$ cat config.mk
export PLATFORM = sky130hd
export DESIGN_NAME = immgen_pipe_flat
export DESIGN_NICKNAME = d
export VERILOG_FILES = /design/src/rtl/immgen_pipe_pkg.sv /design/src/rtl/immgen_pipe_if.sv /design/src/rtl/immgen_pipe_stage.sv /design/src/rtl/immgen_pipe.sv /design/src/flat_wrapper.sv
export SDC_FILE = /design/constraint.sdc
export NUM_CORES = 1
export LEC_CHECK = 0
export CAP_MARGIN = 30
export CORE_UTILIZATION = 38
export DETAILED_ROUTE_END_ITERATION = 8
export PLACE_DENSITY = 0.73
export SYNTH_ARGS = -nofsm -noshare
export SYNTH_HDL_FRONTEND = slang
export SYNTH_SLANG_ARGS = --single-unit
export TNS_END_PERCENT = 10
$ cat constraint.sdc
create_clock -name clk -period 0.95 [get_ports clk]
set_input_delay 0.19 -clock clk [delete_from_list [all_inputs] [get_ports clk]]
set_output_delay 0.19 -clock clk [all_outputs]
set_load 0.03 [all_outputs]
$ cat src/rtl/immgen_pipe_pkg.sv
// Shared types and helpers for the immediate generator pipeline (package briski_imm_pkg).
// Optional CSR-uimm/shamt immediates are enabled by defining IMMGEN_ZIMM_EN.
package briski_imm_pkg;

    typedef enum logic [2:0] {
        IMM_U,
        IMM_I,
        IMM_S,
        IMM_B,
        IMM_J,
        IMM_HARTID,
        IMM_ZIMM,
        IMM_SHAMT
    } imm_sel_e;

    localparam int MIN_PIPE_STAGES = 1;
    localparam int MAX_PIPE_STAGES = 3;
    localparam int MAX_XLEN        = 64;

    // Sign-extends the low 'width' bits of val to MAX_XLEN; callers truncate to their XLEN.
    function automatic logic [MAX_XLEN-1:0] sext_to_xlen(input logic [31:0] val,
                                                         input logic [6:0]  width);
        logic [MAX_XLEN-1:0] w_tmp;
        w_tmp = {32'b0, val} << (7'd64 - width);
        return MAX_XLEN'($signed(w_tmp) >>> (7'd64 - width));
    endfunction

endpackage

$ cat src/rtl/immgen_pipe_if.sv
// Decode-side bundle for immgen_pipe. i_valid qualifies the instruction inputs for one cycle;
// there is no ready: the producer holds or drops its word while i_stall is high, o_valid qualifies outputs.
interface immgen_pipe_if #(
    parameter int XLEN = 32,
    parameter int TW   = 4
);
    logic            i_valid;
    logic [24:0]     i_instruction;
    logic [2:0]      i_imm_sel;
    logic [TW-1:0]   i_thread_index;
    logic            i_stall;
    logic            i_flush;
    logic            o_valid;
    logic [XLEN-1:0] o_imm_out;
    logic [TW-1:0]   o_thread_index;

    modport master (
        output i_valid, i_instruction, i_imm_sel, i_thread_index, i_stall, i_flush,
        input  o_valid, o_imm_out, o_thread_index
    );

    modport slave (
        input  i_valid, i_instruction, i_imm_sel, i_thread_index, i_stall, i_flush,
        output o_valid, o_imm_out, o_thread_index
    );
endinterface

$ cat src/rtl/immgen_pipe_stage.sv
// One pipeline register stage: valid, immediate data and thread index.
// Flush clears valid only; stall freezes everything; flush wins over stall for valid.
module immgen_stage #(
    parameter int XLEN = 32,
    parameter int TW   = 4
) (
    input  logic            clk,
    input  logic            reset,
    input  logic            i_stall,
    input  logic            i_flush,
    input  logic            i_valid,
    input  logic [XLEN-1:0] i_data,
    input  logic [TW-1:0]   i_thread,
    output logic            o_valid,
    output logic [XLEN-1:0] o_data,
    output logic [TW-1:0]   o_thread
);
    logic            r_valid;
    logic [XLEN-1:0] r_data;
    logic [TW-1:0]   r_thread;

    always_ff @(posedge clk or posedge reset) begin
        if (reset) begin
            r_valid  <= 1'b0;
            r_data   <= '0;
            r_thread <= '0;
        end else begin
            if (i_flush) begin
                r_valid <= 1'b0;
            end else if (!i_stall) begin
                r_valid <= i_valid;
            end
            // Data loads regardless of valid; consumers qualify with valid.
            if (!i_stall) begin
                r_data   <= i_data;
                r_thread <= i_thread;
            end
        end
    end

    assign o_valid  = r_valid;
    assign o_data   = r_data;
    assign o_thread = r_thread;
endmodule

$ cat src/rtl/immgen_pipe.sv
// Immediate generator for the barrel-threaded decode stage: decode/select then PIPE_STAGES registers.
// Define IMMGEN_ZIMM_EN to enable CSR uimm (sel 110) and shamt (sel 111) immediates.
module immgen_pipe
    import briski_imm_pkg::*;
#(
    parameter int              XLEN         = 32,
    parameter int              NUM_THREADS  = 16,
    parameter logic [XLEN-1:0] HART_ID_BASE = '0,
    parameter int              PIPE_STAGES  = 1
) (
    input  logic clk,
    input  logic reset,
    immgen_pipe_if.slave bus
);
    localparam int TW  = $clog2(NUM_THREADS);
    localparam int SHW = (XLEN == 64) ? 6 : 5;

    if (XLEN != 32 && XLEN != 64) begin : g_bad_xlen
        $error("immgen_pipe: XLEN must be 32 or 64");
    end
    if (PIPE_STAGES < MIN_PIPE_STAGES || PIPE_STAGES > MAX_PIPE_STAGES) begin : g_bad_pipe
        $error("immgen_pipe: PIPE_STAGES must be 1..3");
    end
    if (NUM_THREADS < 2 || (NUM_THREADS & (NUM_THREADS - 1)) != 0) begin : g_bad_threads
        $error("immgen_pipe: NUM_THREADS must be a power of two >= 2");
    end

    imm_sel_e        w_sel;
    logic [24:0]     w_inst;
    logic [XLEN-1:0] w_imm;

    assign w_sel  = imm_sel_e'(bus.i_imm_sel);
    assign w_inst = bus.i_instruction;

    // w_inst[n] holds instruction bit n+7.
    always_comb begin
        w_imm = '0;
        unique case (w_sel)
            IMM_U:      w_imm = XLEN'(sext_to_xlen({w_inst[24:5], 12'b0}, 7'd32));
            IMM_I:      w_imm = XLEN'(sext_to_xlen(32'(w_inst[24:13]), 7'd12));
            IMM_S:      w_imm = XLEN'(sext_to_xlen(32'({w_inst[24:18], w_inst[4:0]}), 7'd12));
            IMM_B:      w_imm = XLEN'(sext_to_xlen(32'({w_inst[24], w_inst[0], w_inst[23:18],
                                                       w_inst[4:1], 1'b0}), 7'd13));
            IMM_J:      w_imm = XLEN'(sext_to_xlen(32'({w_inst[24], w_inst[12:5], w_inst[13],
                                                       w_inst[23:14], 1'b0}), 7'd21));
            IMM_HARTID: w_imm = HART_ID_BASE + XLEN'(bus.i_thread_index);
`ifdef IMMGEN_ZIMM_EN
            IMM_ZIMM:   w_imm = XLEN'(w_inst[12:8]);
            IMM_SHAMT:  w_imm = XLEN'(w_inst[13+SHW-1:13]);
`endif
            default:    w_imm = '0;
        endcase
    end

    logic [PIPE_STAGES:0]           w_valid;
    logic [PIPE_STAGES:0][XLEN-1:0] w_data;
    logic [PIPE_STAGES:0][TW-1:0]   w_thread;

    assign w_valid[0]  = bus.i_valid;
    assign w_data[0]   = w_imm;
    assign w_thread[0] = bus.i_thread_index;

    for (genvar g = 0; g < PIPE_STAGES; g++) begin : g_stage
        immgen_stage #(
            .XLEN (XLEN),
            .TW   (TW)
        ) u_stage (
            .clk      (clk),
            .reset    (reset),
            .i_stall  (bus.i_stall),
            .i_flush  (bus.i_flush),
            .i_valid  (w_valid[g]),
            .i_data   (w_data[g]),
            .i_thread (w_thread[g]),
            .o_valid  (w_valid[g+1]),
            .o_data   (w_data[g+1]),
            .o_thread (w_thread[g+1])
        );
    end

    assign bus.o_valid        = w_valid[PIPE_STAGES];
    assign bus.o_imm_out      = w_data[PIPE_STAGES];
    assign bus.o_thread_index = w_thread[PIPE_STAGES];
endmodule

$ cat src/flat_wrapper.sv
// flat-port wrapper written by rule: the top's interface ports become plain ports
module immgen_pipe_flat import briski_imm_pkg::*;
#(
    parameter int              XLEN         = 32,
    parameter int              NUM_THREADS  = 16,
    parameter logic [XLEN-1:0] HART_ID_BASE = '0,
    parameter int              PIPE_STAGES  = 1
)
  (clk, reset, bus_i_valid, bus_i_instruction, bus_i_imm_sel, bus_i_thread_index, bus_i_stall, bus_i_flush, bus_o_valid, bus_o_imm_out, bus_o_thread_index);
  immgen_pipe_if #(.XLEN(XLEN), .TW((4))) bus_i ();
  input  logic clk;
  input  logic reset;
  input wire logic [$bits(bus_i.i_valid)-1:0] bus_i_valid;
  input wire logic [$bits(bus_i.i_instruction)-1:0] bus_i_instruction;
  input wire logic [$bits(bus_i.i_imm_sel)-1:0] bus_i_imm_sel;
  input wire logic [$bits(bus_i.i_thread_index)-1:0] bus_i_thread_index;
  input wire logic [$bits(bus_i.i_stall)-1:0] bus_i_stall;
  input wire logic [$bits(bus_i.i_flush)-1:0] bus_i_flush;
  output wire logic [$bits(bus_i.o_valid)-1:0] bus_o_valid;
  output wire logic [$bits(bus_i.o_imm_out)-1:0] bus_o_imm_out;
  output wire logic [$bits(bus_i.o_thread_index)-1:0] bus_o_thread_index;
  assign bus_i.i_valid = bus_i_valid;
  assign bus_i.i_instruction = bus_i_instruction;
  assign bus_i.i_imm_sel = bus_i_imm_sel;
  assign bus_i.i_thread_index = bus_i_thread_index;
  assign bus_i.i_stall = bus_i_stall;
  assign bus_i.i_flush = bus_i_flush;
  assign bus_o_valid = bus_i.o_valid;
  assign bus_o_imm_out = bus_i.o_imm_out;
  assign bus_o_thread_index = bus_i.o_thread_index;
  immgen_pipe #(.XLEN(XLEN), .NUM_THREADS(NUM_THREADS), .HART_ID_BASE(HART_ID_BASE), .PIPE_STAGES(PIPE_STAGES)) u_core (.clk(clk), .reset(reset), .bus(bus_i));
endmodule
==> results.md, run 1 <==
- Count leader, synth: dfrtp_1
- Reg2reg setup slack: 0 ns
- Final Max Tran Viols: 0
- Yosys Warn Count: 0
- Grt ovf: 0
- Core Util, Final: approximately 66%
- Avg Vias per Cell: around 5.5
- Post-route DRC violation count: 0
- Port Buffer Count: 73
- Die X: about 70 um
- Core ar.: between 0.004 and 0.005 mm2
- Num CTS Buffers: 5
- Routability congestion estimate: approximately 0.77
- Clk buf depth: 2
- Fmax: ~0.95 GHz
- CP max FO: 2
- WP data required: 0.76 ns
- Origin of the critical flop-to-flop path: u_core.g_stage[0].u_stage.o_data[23]$_DFFE_PP0N_
- Synthesized flop and latch total: 37
- Non-Filler Instances: between 200 and 300
- Layout net count: between 200 and 300
- Drt total wl: 5250 um
- Final setup fails: 55
- Met3 wire len: 198 um
- Synth-to-layout area growth: 65.3%
- Total Routing Usage GR: 22.8%
- Violated checks: setup timing
- Leakage: between 1 and 1.5 nW
- Slew headroom: between 50% and 60%
- Initial Util: 39.7%
- Worst EP arrival: between 0.8 and 0.9 ns
- Max-Cap Viols: 0
- Antenna viol nets, final: 0
- Post-DP HPWL: about 3600 um
- Hold endpoint: u_core.g_stage[0].u_stage.o_thread[1]$_DFFE_PP0N_
- First-pass GRT wire length: around 8400 um
- Layout cells sized above 1: 38.3%
- Asr flop ratio synth: 100%
- Outcome: finished with violations
- Placed Cells: between 200 and 300
- Most common flop cell mapped by yosys: dfrtp_1
- Die Area: just under 0.005 mm2
- EDFF count, synth: 0
- Syn_area_per_cell: roughly 12 um2
- Most common library cells after synthesis: dfrtp_1, nand2_1, mux2i_1
- Min Clock Period, post-route: 1.05 ns
- WL met1: 2250 um
- Post-synth top area share: a little over half
- Area leader, netlist: dfrtp_1
- Root cell of the clock tree: clkbuf_8
- Net Count, Synth: between 150 and 200
- Post-Syn Area: around 0.0017 mm2
- Largest net degree at the start of global routing: 38
- DR WL/cell: roughly 19 um
- Clock-pin slew of the registers on the worst-case setup and hold paths: ~0.070 ns
- Drt pass-1 iters: 4
- Netlist cell types: 32
- Clock Latency Late Sink: ~0.29 ns
- Register area share after synthesis: 53.2%
- Total power per unit cell area: 1580 mW/mm2
- Vias in the first global route: 1641
- Startpoint Class: register
- Measured slew at the worst slew-check pin: approximately 0.6 ns
- Ports: between 70 and 80
- Clock sink total: 37
- Met2 WL: about 2700 um
- WS Path Type: reg2out
- Row count: 24
- Delay-heaviest family, CP: flip-flops
- Crit path buffers/inverters: 1
- Synth top area cells: dfrtp_1, mux2i_1, a221o_1
- Worst vdd ir: 0.000984 V
- CTS tree: built
- Slowest stage delay, CP: 0.41 ns
- Ordered list of cells on the worst path: buf_6
- Fin. Hold Viols: 0
- Worst Reg-to-Reg Cells: 2
- H-tree Lvls: 2
- Crit Reg-Reg Endpoint: u_core.g_stage[0].u_stage.o_data[23]$_DFFE_PP0N_
- Worst Hold Depth: 2
- Via count: between 1.5k and 2k
- RSZ-0062 raised after global routing: yes
- Layout Skew: 0 ns
- Ant diodes: 0
- 1st-iter DRT viols: 82
- Hold wc startpoint: bus_i_thread_index[1]
- DR top layer: met4
- Final period util: 111%
- CP endpoint kind: primary output
- Post-route setup slack: -0.102 ns
- Die height: ~70 um
- Hold_buf cts: 0
- CP max-delay cell: dfrtp_1
- Initial antenna violation count: 0
- Post-synthesis instance total: roughly 140
- Min-delay worst type: in2reg
per-layer routing:
metal  global-route usage (%)  vias up
met5                        0        -
met4                     10.7        0
met3                     4.22       16
met2                     37.0       49
met1                     29.4      779
li1                         -      702
metrics by stage:
stage / total power [W] / worst slack [ns] / hold WS, ns / TNS, ns / cell area [um2]
after CTS: 0.00452 / -0.116 / 0.259 / -4.52 / 2820
after detailed placement: 0.00306 / -0.935 / 0.485 / -27.57 / 2510
after global placement: 0.00302 / -0.806 / 0.480 / -24.92 / 2510
after floorplan: 0.00250 / -0.111 / 0.256 / -4.94 / 1760
final: 0.00454 / -0.102 / 0.210 / -3.55 / 2880
after global routing: 0.00471 / -0.143 / 0.238 / -4.89 / 2880
power by group:
part | internal (W) | leakage (nW) | switching [W]
registers | 0.00173 | 0.475 | 0.000127
clock network | 0.000763 | 0.0540 | 0.000555
logic | 0.000675 | 0.857 | 0.000688
layout make-up:
type	instances	area, um2
fill	335	1510
timing repair buffer	91	988
sequential	37	926
multi-input combinational	90	785
clock buffer	5	68.8
tap	52	65.1
clock inverter	2	35.0
inverter	2	7.51
logic make-up (layout without fill, tap and decap cells):
| family | after synthesis | count (layout) | share of synthesized area, % |
|---|---|---|---|
| and+or+nand+nor | 30 | 30 | 10.7 |
| muxes | 18 | 18 | 10.7 |
| DFF | 37 | 37 | 53.2 |
| xor gates and xnor gates | 1 | 1 | 0.504 |
| buffers and inverters | 15 | 100 | 5.68 |
| AOI/OAI and AO/OA | 41 | 41 | 19.1 |
sequential cells by signal, summed over array words and instances, names as in the netlist:
register / flops
u_core.g_stage.u_stage.o_valid: 1
u_core.g_stage.u_stage.o_data: 32
u_core.g_stage.u_stage.o_thread: 4
layout by cell type (no fill, tap or decap), types with 2 or more instances in the layout:
cell | synthesis | final
nor2b_1 | 3 | 2
mux2i_1 | 13 | 11
a221o_1 | 11 | 11
buf_12 | 0 | 2
a22o_1 | 10 | 10
dlymetal6s2s_1 | 0 | 7
o21ai_1 | 10 | 10
nor3_4 | 1 | 2
nand2_1 | 15 | 15
dfrtp_1 | 37 | 37
buf_6 | 4 | 43
mux2_2 | 4 | 4
inv_1 | 2 | 2
clkbuf_8 | 0 | 5
clkdlybuf4s50_1 | 0 | 23
buf_8 | 0 | 4
mux2i_2 | 0 | 2
o221ai_2 | 0 | 3
nand2b_1 | 2 | 2
nand3b_1 | 3 | 3
buf_4 | 2 | 8
worst max-delay path by stage:
| stage | start | endpoint | slack, ns | cells after the start |
|---|---|---|---|---|
| after floorplan | bus_i_imm_sel[0] | u_core.g_stage[0].u_stage.o_data[20]$_DFFE_PP0N_ | -0.11 | 5 |
| after global placement | bus_i_imm_sel[1] | u_core.g_stage[0].u_stage.o_data[23]$_DFFE_PP0N_ | -0.81 | 5 |
| after detailed placement | bus_i_imm_sel[1] | u_core.g_stage[0].u_stage.o_data[22]$_DFFE_PP0N_ | -0.94 | 5 |
| after CTS | bus_i_imm_sel[2] | u_core.g_stage[0].u_stage.o_data[2]$_DFFE_PP0N_ | -0.12 | 5 |
| after global routing | bus_i_imm_sel[1] | u_core.g_stage[0].u_stage.o_data[10]$_DFFE_PP0N_ | -0.14 | 6 |
| final | u_core.g_stage[0].u_stage.o_data[22]$_DFFE_PP0N_ | bus_o_imm_out[22] | -0.10 | 1 |
repair_timing:
| action | CTS | global route |
|---|---|---|
| buffers inserted | 1 | 1 |
| resized for setup | 66 | 27 |
| cloned | 0 | 0 |
| pin swaps | 6 | 9 |
| setup endpoints to repair | 71 | 68 |
(Power assumes the default switching activity.)
==> inputs of run 2 (changes only) <==
- ABC_AREA: not set -> 1
- CORE_UTILIZATION: 38 -> 39
- HOLD_SLACK_MARGIN: not set -> 0.1
- clock period: 0.95 -> 0.9 ns (I/O delays scaled with it)
==> run 2 against run 1 <==
  * The flow finishes with violations (DRC, setup timing)
  * Critical path depth unchanged
  * Design area is 2.6% higher
  * Critical endpoint is now bus_o_imm_out[8]
  * Combinational power is 4% higher
  * Sequential share of layout area down 0.81 points
  * Clock skew is the same
  * Die area is 4.9% higher
  * Largest cell class unchanged
  * Non-clock buffer count up 2
  * Sequential power up 5%
==> results.md, run 2 <==
- Outcome: finished with violations
- Violated checks: DRC, setup timing
- Slowest stage delay, CP: approximately 0.42 ns
- 1st-iter DRT viols: between 90 and 100
- Clk buf depth: 2
- Post-DP HPWL: between 3000 and 4000 um
- Ports: 74
- DP Area: roughly 0.0027 mm2
- Drt total wl: 5290 um
- Sw Ratio: 33.1%
- Leakage: roughly 1.6 nW
- Root cell of the clock tree: clkbuf_8
- Max-Cap Viols: 0
- Min Clock Period, post-route: approximately 1.0 ns
- Die Area: between 0.005 and 0.006 mm2
- Worst EP arrival: 0.86 ns
- Commonest cells after routing, fill and taps aside: nand2_1, buf_6, dfrtp_1, clkdlybuf4s50_1, nand3_1
- Grt ovf: 0
- CP endpoint kind: primary output
- Synthesized flop and latch total: 37
- Reg2reg setup slack: between 0.15 and 0.2 ns
- Flop pwr share: a little over two fifths
- Netlist cell types: 20
- Crit path buffers/inverters: 1
- Largest net degree at the start of global routing: 26
- Most common cell after layout, fill and taps aside: nand2_1
- DR WL/cell: 13.5 um
- CTS tree: built
- Final setup fails: 40
- Routability congestion estimate: between 0.8 and 0.9
- Delay-heaviest family, CP: flip-flops
- Pint: ~0.0030 W
- Clk pwr share: between 20% and 30%
- Layout Skew: 0 ns
- Max reg flops: 32
- Avg Vias per Cell: roughly 4.9
- RSZ-0062 raised after global routing: yes
- Layout cells sized above 1: between 20% and 30%
- Min-delay worst type: in2async
- Asr flop ratio synth: 100%
- Post-synthesis instance total: 250
- Measured slew at the worst slew-check pin: slightly above 0.4 ns
- Port Buffer Count: 73
- Num CTS Buffers: 5
- EDFF count, synth: 0
- Synth top area cells: dfrtp_1, nand2_1, nand3_1
- Fill cells: about 400
- Drt pass-1 iters: 6
- Crit Reg-Reg Endpoint: u_core.g_stage[0].u_stage.o_data[23]$_DFFE_PP0N_
- Clock-pin slew of the registers on the worst-case setup and hold paths: roughly 0.07 ns
- Area leader, netlist: dfrtp_1
- Worst Reg-to-Reg Cells: 3
- Vias in the first global route: roughly 1.8k
- H-tree Lvls: 2
- WP data required: 0.72 ns
- Total Routing Usage GR: 22.5%
- Final period util: 116%
- Post-Layout Inst Area: ~0.0029 mm2
- Setup TNS: -4.15 ns
- Core ar.: around 0.0045 mm2
- Via count: around 1.9k
- Post-Syn Area: around 0.0019 mm2
- Clock sink total: 37
- Initial Util: 41.9%
- Ant diodes: 0
- Ordered list of cells on the worst path: buf_6
- Die X: a little over 70 um
- CP max FO: 2
- Post-synth top area share: between 40% and 50%
- Gate power share: 31.6%
- Count leader, synth: nand2_1
- Net Sw Power: around 0.0015 W
- Slew headroom: about three quarters
- Die height: a little over 70 um
- Net Count, Synth: around 290
- Fin. Hold Viols: 0
- Antenna viol nets, final: 0
- Register area share after synthesis: between 40% and 50%
- Total power per unit cell area: approximately 1500 mW/mm2
- First-pass GRT wire length: a little under 9000 um
- Origin of the critical flop-to-flop path: u_core.g_stage[0].u_stage.o_data[23]$_DFFE_PP0N_
- Clock Latency Late Sink: ~0.29 ns
- Hold_buf cts: 0
- Final Max Tran Viols: 0
- Fmax: just under 1 GHz
- Synth-to-layout area growth: 57.3%
- CP max-delay cell: dfrtp_1
- Row count: 24
- Initial antenna violation count: 0
- WS Path Type: reg2out
- Core Util, Final: between 60% and 70%
- Worst vdd ir: between 0.0007 and 0.0008 V
- Most common flop cell mapped by yosys: dfrtp_1
- Layout net count: about 380
- Post-route DRC violation count: 3
- Most common library cells after synthesis: nand2_1, dfrtp_1, nand3_1
- Post-route setup slack: -0.140 ns
- Yosys Warn Count: 0
- Syn_area_per_cell: 7.50 um2
- Startpoint Class: register
[run 2: cell types whose count changed in the layout (fill, tap and decap cells not counted), moves of 5 or more]
cell             delta
nand2_1           +123
buf_4               +7
buf_6               -5
clkdlybuf4s50_1     +8
dlymetal6s2s_1      -7
nand3_1            +22
a22o_1             -10
mux2i_1            -11
a221o_1            -11
[run 2: cell families (layout without fill, tap and decap cells)]
family	after synthesis	count (layout)	share of synthesized area, %
compound gates	13	13	3.47
simple gates	177	178	40.1
buf+inv	23	111	7.08
flops	37	37	49.4
[run 2: repair_timing]
item | in CTS | in global routing
setup endpoints to repair | 74 | 68
cloned | 2 | 0
buffers inserted | 1 | 1
pin swaps | 2 | 1
resized for setup | 59 | 3
[run 2: worst max-delay path by stage]
stage,endpoint,startpoint,cells after the start,slack (ns)
2_1_floorplan,u_core.g_stage[0].u_stage.o_data[11]$_DFFE_PP0N_,bus_i_imm_sel[0],7,-0.05
3_3_place_gp,u_core.g_stage[0].u_stage.o_data[30]$_DFFE_PP0N_,bus_i_imm_sel[2],7,-0.61
3_5_place_dp,u_core.g_stage[0].u_stage.o_data[13]$_DFFE_PP0N_,bus_i_imm_sel[2],6,-0.64
4_1_cts,bus_o_imm_out[8],u_core.g_stage[0].u_stage.o_data[8]$_DFFE_PP0N_,1,-0.14
5_1_grt,bus_o_imm_out[8],u_core.g_stage[0].u_stage.o_data[8]$_DFFE_PP0N_,1,-0.17
6_report,bus_o_imm_out[8],u_core.g_stage[0].u_stage.o_data[8]$_DFFE_PP0N_,1,-0.14
[run 2: layout make-up]
cell class | instances | area (um2) | area share (%)
multi-input cells | 191 | 851 | 28.9
flip-flops and latches | 37 | 926 | 31.4
inverters | 9 | 42.5 | 1.44
repair inverters | 1 | 7.51 | 0.255
clock buffers | 6 | 72.6 | 2.46
clock inverters | 2 | 10.0 | 0.339
well taps | 52 | 65.1 | 2.21
repair buffers | 93 | 975 | 33.1
[run 2: power groups by stage]
stage          Sequential (W)  Combinational (W)  Clock (W)
2_1_floorplan         0.00227           0.000369          0
3_3_place_gp          0.00195            0.00127          0
3_5_place_dp          0.00195            0.00129          0
4_1_cts               0.00195            0.00141    0.00116
5_1_grt               0.00197            0.00152    0.00124
6_report              0.00195            0.00142    0.00112
[run 2: layer usage]
layer  GRT usage, %  vias to the layer above  part of all wire (%)
met2           33.5                       71                    45
met3           4.64                        9                   6.1
met4           8.89                        0                   1.5
met5              0                        -                     0
met1           32.1                      867                    48
li1               -                      962                     -
[run 2: through the flow]
step                total power [W]  hold WS (ns)  worst slack, ns  std cells
floorplan                   0.00264         0.140          -0.0468        250
global placement            0.00322         0.467           -0.612        379
detailed placement          0.00324         0.470           -0.644        379
CTS                         0.00453         0.278           -0.139        390
global route                0.00474         0.288           -0.170        391
finish                      0.00450         0.273           -0.140        391
==> inputs of run 3 (changes only) <==
- CAP_MARGIN: 30 -> not set
- GPL_ROUTABILITY_DRIVEN: not set -> 0
- SETUP_SLACK_MARGIN: not set -> 0.1
==> run 3 against run 2 <==
  * The flow still finishes with violations (DRC, setup timing)
  * Clock power grew 31%
  * Combinational power grew 7%
  * Cell count grew 1.0%
  * Core utilization grew 5.6 points
  * Total power grew 9.9%
  * Hold slack lost 0.13 ns
  * Largest cell class unchanged
==> results.md, run 3 (synthesized netlist as in run 2, its figures left out) <==
- Outcome: finished with violations
- Violated checks: DRC, setup timing
- Vias in the first global route: ~1.9k
- Minimum hold slack: between 0.1 and 0.15 ns
- Layout net count: 379
- Clock Latency Late Sink: just under 0.3 ns
- Die X: just over 70 um
- Worst EP arrival: between 0.8 and 0.9 ns
- Origin of the critical flop-to-flop path: u_core.g_stage[0].u_stage.o_data[29]$_DFFE_PP0N_
- Core ar.: approximately 0.0045 mm2
- DR WL/cell: about 15 um
- Num CTS Buffers: 5
- Post-route setup slack: -0.143 ns
- Port Buffer Count: between 70 and 80
- Hold_buf cts: 0
- CTS tree: built
- Grt ovf: 0
- Initial antenna violation count: 0
- Clock sink total: 37
- Measured slew at the worst slew-check pin: 0.296 ns
- Leakage: roughly 1.8 nW
- Post-DP HPWL: between 3000 and 4000 um
- Worst vdd ir: 0.000751 V
- CP max-delay cell: dfrtp_1
- Crit path buffers/inverters: 1
- Slew headroom: about 80%
- Power, Total: between 0.004 and 0.005 W
- Clock-pin slew of the registers on the worst-case setup and hold paths: around 0.08 ns
- Delay-heaviest family, CP: flip-flops
- First-pass GRT wire length: between 9000 and 10000 um
- RSZ-0062 raised after global routing: yes
- Avg Vias per Cell: about 5.1
- Ports: 74
- Post-route DRC violation count: 3
- Row count: 24
- Final setup fails: 37
- Fmax: 0.958 GHz
- Synth-to-layout area growth: 70.8%
- Layout cells sized above 1: 34.4%
- Root cell of the clock tree: clkbuf_8
- CP endpoint kind: primary output
- Layout Skew: 0 ns
- WS Path Type: reg2out
- Commonest cells after routing, fill and taps aside: nand2_1, buf_6, dfrtp_1, clkdlybuf4s50_1
- Antenna viol nets, final: 0
- Fin. Hold Viols: 0
- Final period util: 116%
- Die height: about 70 um
- Post-Layout Inst Area: 0.00320 mm2
- Ordered list of cells on the worst path: buf_6
- DP Area: 0.00267 mm2
- Largest net degree at the start of global routing: 26
- 1st-iter DRT viols: 220
- Slowest stage delay, CP: around 0.42 ns
- Via count: about 2k
- Hold wc startpoint: bus_i_thread_index[3]
- Total Routing Usage GR: approximately a quarter
- Ant diodes: 0
- Final Max Tran Viols: 0
- Drt total wl: between 5000 and 6000 um
- Min Clock Period, post-route: approximately 1.0 ns
- Startpoint Class: register
- Drt pass-1 iters: 7
- Most common cell after layout, fill and taps aside: nand2_1
- WP data required: between 0.7 and 0.8 ns
- Clk buf depth: 2
- Min-delay worst type: in2reg
- Initial Util: between 40% and 50%
- Worst Setup SP: u_core.g_stage[0].u_stage.o_data[6]$_DFFE_PP0N_
- Max-Cap Viols: 0
- CP max FO: 2
- H-tree Lvls: 2
- Die Area: ~0.0051 mm2
- Total power per unit cell area: approximately 1500 mW/mm2
- Max reg flops: 32
[run 3: final timing paths]
kind	end	slack (ns)	cells after the start
setup / recovery	bus_o_imm_out[6]	-0.14	1
hold / removal	u_core.g_stage[0].u_stage.o_thread[3]$_DFFE_PP0N_	0.14	3
setup reg to reg	u_core.g_stage[0].u_stage.o_data[29]$_DFFE_PP0N_	0.12	3
hold reg to reg	u_core.g_stage[0].u_stage.o_data[20]$_DFFE_PP0N_	0.50	2
max in group asynchronous	u_core.g_stage[0].u_stage.o_data[5]$_DFFE_PP0N_	0.47	3
min in group asynchronous	u_core.g_stage[0].u_stage.o_data[29]$_DFFE_PP0N_	0.27	3
[run 3: cell type report]
cell class	instances	area, um2
fill	331	1270
timing repair buffer	97	1070
multi-input combinational	191	977
sequential	37	926
clock buffer	5	68.8
tap	52	65.1
clock inverter	3	46.3
inverter	9	42.5
timing repair inverter	1	7.51
[run 3: power by group]
group	total [W]	leakage [nW]	internal (W)	switching, W
sequential	0.00195	0.477	0.00182	0.000130
clock	0.00147	0.0543	0.000830	0.000638
combinational	0.00152	1.23	0.000689	0.000835
total	0.00495	1.76	0.00334	0.00160
[run 3: timing repair]
item	CTS	global route
gates cloned	3	0
endpoints found under the setup margin	74	63
setup buffers	3	2
hold endpoints to repair	0	0
pin swaps	6	39
resized for setup	77	58
[run 3: tightest hold or removal path, delay by kind of cell]
family        cells  cell delay [ns]
buf+inv           1             0.11
simple gates      2             0.11
[run 3: metrics by stage]
stage | worst slack (ns) | setup TNS [ns] | util [%] | instances
6_report | -0.143 | -4.31 | 71.6 | 395
5_1_grt | -0.172 | -5.08 | 71.6 | 395
3_3_place_gp | -0.563 | -18.88 | 59.6 | 379
3_5_place_dp | -0.633 | -20.35 | 59.6 | 379
2_1_floorplan | -0.0468 | -0.429 | - | 250
4_1_cts | -0.149 | -4.44 | 67.3 | 393
[run 3: per-layer routing]
layer / track usage (%) / share of wire, % / up-vias
met5: 0 / 0 / -
met4: 7.11 / 1.3 / 0
met3: 4.22 / 6.3 / 9
met2: 35.4 / 47 / 83
met1: 34.2 / 45 / 944
li1: - / - / 968
